**config.mk**
```make
export PLATFORM = sky130hd
export DESIGN_NAME = wm_phase_timer
export DESIGN_NICKNAME = d
export VERILOG_FILES = /design/src/rtl/wm_pkg.sv /design/src/rtl/wm_tick_gen.sv /design/src/rtl/wm_phase_timer.sv
export SDC_FILE = /design/constraint.sdc
export NUM_CORES = 1
export LEC_CHECK = 0
export CELL_PAD_IN_SITES_DETAIL_PLACEMENT = 1
export CELL_PAD_IN_SITES_GLOBAL_PLACEMENT = 1
export CORE_ASPECT_RATIO = 0.6
export CORE_UTILIZATION = 25
export DETAILED_ROUTE_END_ITERATION = 16
export HOLD_SLACK_MARGIN = 0.05
export PLACE_DENSITY_LB_ADDON = 0.25
export SLEW_MARGIN = 30
export SYNTH_ARGS = -nofsm -noshare
export SYNTH_HDL_FRONTEND = slang
export SYNTH_SLANG_ARGS = --single-unit
```
**constraint.sdc**
```tcl
create_clock -name clock -period 2.9 [get_ports clock]
set_input_delay 0.58 -clock clock [delete_from_list [all_inputs] [get_ports clock]]
set_output_delay 0.58 -clock clock [all_outputs]
set_load 0.02 [all_outputs]
```
**src/rtl/wm_pkg.sv**
```systemverilog
// Washing-machine controller state encodings shared by the controller FSM and
// its phase timer.
package wm_pkg;
  typedef enum logic [3:0] {
    WM_IDLE  = 4'd0,
    WM_READY = 4'd1,
    WM_SOAK  = 4'd2,
    WM_WASH  = 4'd3,
    WM_RINSE = 4'd4,
    WM_SPIN  = 4'd5,
    WM_DONE  = 4'd6,
    WM_FAULT = 4'd7
  } wm_state_t;
endpackage

```
**src/rtl/wm_tick_gen.sv**
```systemverilog
// Prescaler: counts enabled cycles 0..DIV-1 and flags the wrap cycle as a tick.
module wm_tick_gen #(
  parameter int DIV = 10
) (
  input  logic clock,
  input  logic reset_n,
  input  logic enable,
  input  logic clear,
  output logic tick
);
  localparam int W = (DIV > 1) ? $clog2(DIV) : 1;

  logic [W-1:0] cnt;

  // tick is only meaningful while enabled; clear overrides it in the parent
  assign tick = enable && (cnt == W'(DIV - 1));

  always_ff @(posedge clock or negedge reset_n) begin
    if (!reset_n)    cnt <= '0;
    else if (clear)  cnt <= '0;
    else if (enable) cnt <= tick ? '0 : cnt + W'(1);
  end
endmodule

```
**src/rtl/wm_phase_timer.sv**
```systemverilog
// Phase-duration timer: reloads on every controller state change, counts the
// phase down in prescaled ticks and pulses sig_Time_Out once on expiry.
module wm_phase_timer
  import wm_pkg::*;
#(
  parameter int TICK_DIV = 10,
  parameter int CNT_W    = 8,
  parameter int SOAK_T   = 4,
  parameter int WASH_T   = 6,
  parameter int RINSE_T  = 5,
  parameter int SPIN_T   = 3
) (
  input  logic             clock,
  input  logic             reset_n,
  input  logic [3:0]       state,
  input  logic             sig_Lid_Closed,
  output logic             sig_Time_Out,
  output logic [CNT_W-1:0] remaining,
  output logic             running
);
  function automatic logic [CNT_W-1:0] duration(input logic [3:0] s);
    case (s)
      WM_SOAK:  return CNT_W'(SOAK_T);
      WM_WASH:  return CNT_W'(WASH_T);
      WM_RINSE: return CNT_W'(RINSE_T);
      WM_SPIN:  return CNT_W'(SPIN_T);
      default:  return '0;
    endcase
  endfunction

  logic [3:0]       prev_state;
  logic             change;
  logic             tick;
  logic [CNT_W-1:0] load_val;

  assign change   = (state != prev_state);
  assign load_val = duration(state);

  wm_tick_gen #(.DIV(TICK_DIV)) u_tick (
    .clock   (clock),
    .reset_n (reset_n),
    .enable  (running && sig_Lid_Closed),
    .clear   (change),
    .tick    (tick)
  );

  // A reload on the same edge as an expiry wins and suppresses the pulse.
  always_ff @(posedge clock or negedge reset_n) begin
    if (!reset_n) begin
      prev_state   <= WM_IDLE;
      remaining    <= '0;
      running      <= 1'b0;
      sig_Time_Out <= 1'b0;
    end else if (change) begin
      prev_state   <= state;
      remaining    <= load_val;
      running      <= (load_val != '0);
      sig_Time_Out <= 1'b0;
    end else begin
      sig_Time_Out <= 1'b0;
      if (tick && remaining != '0) begin
        remaining <= remaining - CNT_W'(1);
        if (remaining == CNT_W'(1)) begin
          running      <= 1'b0;
          sig_Time_Out <= 1'b1;
        end
      end
    end
  end
endmodule

```
==> reports/summary.txt <==
Status: finished clean
Chip width: 84.7 um
Root Buffer Master: sky130_fd_sc_hd__clkbuf_8
Max Cap Viol: 0
Unrepaired setup endpoints after global routing: no
CTS HTree Levels: 1
Starting utilization of the core area: 27.1%
Number of synthesized flops with an enable pin: 0
Remaining design rule violation count: 0
Worst r2r src: remaining[0]
Post-CTS Hold Fix Bufs: 0
Total track usage: 13.6%
Bufs on Longest Clock Path: 2
Power per unit of standard cell area: 435 nW/um^2
Clock tree sinks: 18
Fraction of registers with async set/reset: 100%
Hold WS: 602 ps
Critical path's largest stage delay: 660 ps
IO Pins: 17
Setup crit end kind: primary output
Kind of start point of the critical path: register
Worst rel slew slack: 45.0%
Arrival time reported for the critical path endpoint: 1440 ps
Synthesized netlist net count: 115
Number of vias per cell after detailed routing: 5.05
Number of setup violations in the final report: 0
Post-synthesis sequential area ratio: 43.9%
Crit-path leading delay family: buffers and inverters
Leakage power total: 0.497 nW
Final global-route overflow total: 0
Share of post-route cells with drive strength above 1: 11.0%
Post-CTS Setup Bufs: 0
Most frequent cell after synthesis: sky130_fd_sc_hd__dfrtp_1
Routed length per placed instance: 15.1 um
Total of flip-flops plus latches after synthesis: 18
Number of antenna cells inserted: 0
Part of the total power dissipated in the clock network: 37.4%
Cell types with the highest counts after synthesis: sky130_fd_sc_hd__dfrtp_1 (18), sky130_fd_sc_hd__a21oi_1 (10), sky130_fd_sc_hd__nor2_1 (7)
Die extent in y: 51.6 um
Net switching fraction of the power: 25.7%
Antenna violations before repair: 0
Reg-to-reg setup timing slack: 970 ps
Synth-to-Final Area Change: 24.9%
Max-slew violation count: 0
Worst-path cell chain: clkdlybuf4s50_1
Yosys top cell area share: 43.9%
Fraction of power consumed by combinational cells: 14.7%
Depth of the worst register-to-register path: 6
Type of the worst setup path: register to primary output
Hold violation count in the final report: 0
Yosys warning total: 0
Aggregate negative setup slack: 0 ps
Number of stages on the worst setup path: 1
Worst voltage drop across the vdd grid: 0.184 mV
Internal portion of total power: 415 uW
Drt pass-1 iters: 6
Setup skew after layout: 3.24 ps
GPL Wtd Cong: 0.737
Design Power: 558 uW
Critical path data required time: 2320 ps
Detailed Route WL: 2490 um
Endpoint of the worst-slack reg-to-reg timing path: remaining[7]
Maximum fanout count along the critical path: 9
Dominant synthesized flop cell: sky130_fd_sc_hd__dfrtp_1
Hold crit path type: register to register
Slew at the pin closest to its max-slew limit: 823 ps
TritonCTS clock tree: done
Layout net count: 131
Crit path buf inv count: 1
Total of cells resized after clock tree synthesis: 0
Total standard cell area after synthesis: 1030 sq um
Switching power total: 143 uW
Via count of the first global-routing pass: 943
Largest cells by area after synthesis: sky130_fd_sc_hd__dfrtp_1 (44%), sky130_fd_sc_hd__ha_1 (6.1%), sky130_fd_sc_hd__a21oi_1 (4.9%), sky130_fd_sc_hd__xnor2_1 (4.3%), sky130_fd_sc_hd__nor2_1 (2.6%)
Count of routing violations after the opening detailed-route iteration: 26
Average cell area after synthesis: 9.96 sq um
Highest attainable clock frequency: 496 MHz
Number of antenna-violating nets in the routed design: 0
First-pass GRT wire length: 4470 um
Part of the total power dissipated in sequential elements: 47.8%
Maximum number of pins on one net before global-route repair: 19
DPL Wire Length: 1890 um
Distinct cell type count of the synthesized netlist: 37
Clock latency at the later pin of the worst-skew pair: 260 ps
Critical Path Sink: remaining[2]
Clk pin slew, worst setup/hold paths: 70 ps
Quantity of I/O buffers inserted on ports: 16
Minimum clock period: 2020 ps
CP Launch Point: remaining[2]
Die footprint: 4370 sq um
Core Rows: 17
Routed via count: 834
Cell at the slowest stage of the critical path: sky130_fd_sc_hd__clkdlybuf4s50_1
CTS buffer count: 3
Share of the cycle needed by the critical path after routing: 69.5%
Top cell type by total area after synthesis: sky130_fd_sc_hd__dfrtp_1
Placeable core area: 3790 sq um
Number of instances in the synthesized netlist: 103
-- per-layer routing --
layer	GRT usage [%]	vias to the layer above	routed length [um]
met5	0	-	0
met4	4.52	0	29
met3	4.60	4	80
met2	24.3	12	1180
met1	15.6	410	1200
li1	-	408	-
-- through the flow --
step                instances  instance area [sq um]  util, %  worst slack (ps)
finish                    165                   1280     33.8               885
global route              165                   1280     33.8               823
CTS                       165                   1280     33.8               880
detailed placement        161                   1230     32.4               666
global placement          161                   1230     32.4               683
floorplan                 103                   1030        -              1030
-- area by class of cell --
cell class / count / area (sq um)
clock buffers: 4 / 55.1
fillers: 438 / 2500
inverters: 4 / 15.0
multi-input cells: 75 / 534
flip-flops and latches: 18 / 450
well taps: 47 / 58.8
repair buffers: 17 / 168
-- flip-flops by register name, indices dropped and copies added, names as in the netlist --
signal,cells
remaining,8
u_tick.cnt,4
prev_state,4
sig_Time_Out,1
running,1
-- how the worst min path moves through the flow --
stage	start	endpoint	slack (ps)	cells past startpoint
after global routing	u_tick.cnt[3]	u_tick.cnt[3]	630	2
final	u_tick.cnt[3]	u_tick.cnt[3]	600	3
after CTS	u_tick.cnt[3]	u_tick.cnt[3]	600	2
after detailed placement	u_tick.cnt[3]	u_tick.cnt[3]	590	2
after floorplan	reset_n	prev_state[0]	280	0
after global placement	u_tick.cnt[3]	u_tick.cnt[3]	580	2
-- cell usage in the layout (no fill, tap or decap), types with 3 or more instances in the layout --
cell type / n
sky130_fd_sc_hd__inv_1: 4
sky130_fd_sc_hd__nand4_1: 3
sky130_fd_sc_hd__o21ai_0: 4
sky130_fd_sc_hd__nand2_1: 4
sky130_fd_sc_hd__nor3_1: 5
sky130_fd_sc_hd__nor2_1: 7
sky130_fd_sc_hd__dfrtp_1: 18
sky130_fd_sc_hd__xnor2_1: 5
sky130_fd_sc_hd__a21oi_1: 10
sky130_fd_sc_hd__ha_1: 5
sky130_fd_sc_hd__and2_1: 3
sky130_fd_sc_hd__clkbuf_8: 4
sky130_fd_sc_hd__clkdlybuf4s50_1: 16
-- power by group through the flow --
stage / clock, mW / combinational (mW) / sequential [mW]
floorplan: 0 / 0.0437 / 0.274
global placement: 0 / 0.0816 / 0.271
detailed placement: 0 / 0.0830 / 0.272
CTS: 0.217 / 0.0842 / 0.267
global route: 0.228 / 0.0914 / 0.268
finish: 0.209 / 0.0822 / 0.267
-- cell families (layout without fill, tap and decap cells) --
kind of cell | Yosys count | count (layout) | share of synthesized area [%]
flip-flops | 18 | 18 | 43.9
adder cells (fa/ha/maj) | 5 | 5 | 6.10
AND/OR/NAND/NOR | 38 | 38 | 22.4
XOR/XNOR | 5 | 5 | 4.27
buffers and inverters | 10 | 25 | 4.02
AO/OA/AOI/OAI | 27 | 27 | 19.3
No activity file was read; power rests on OpenSTA's default activity.
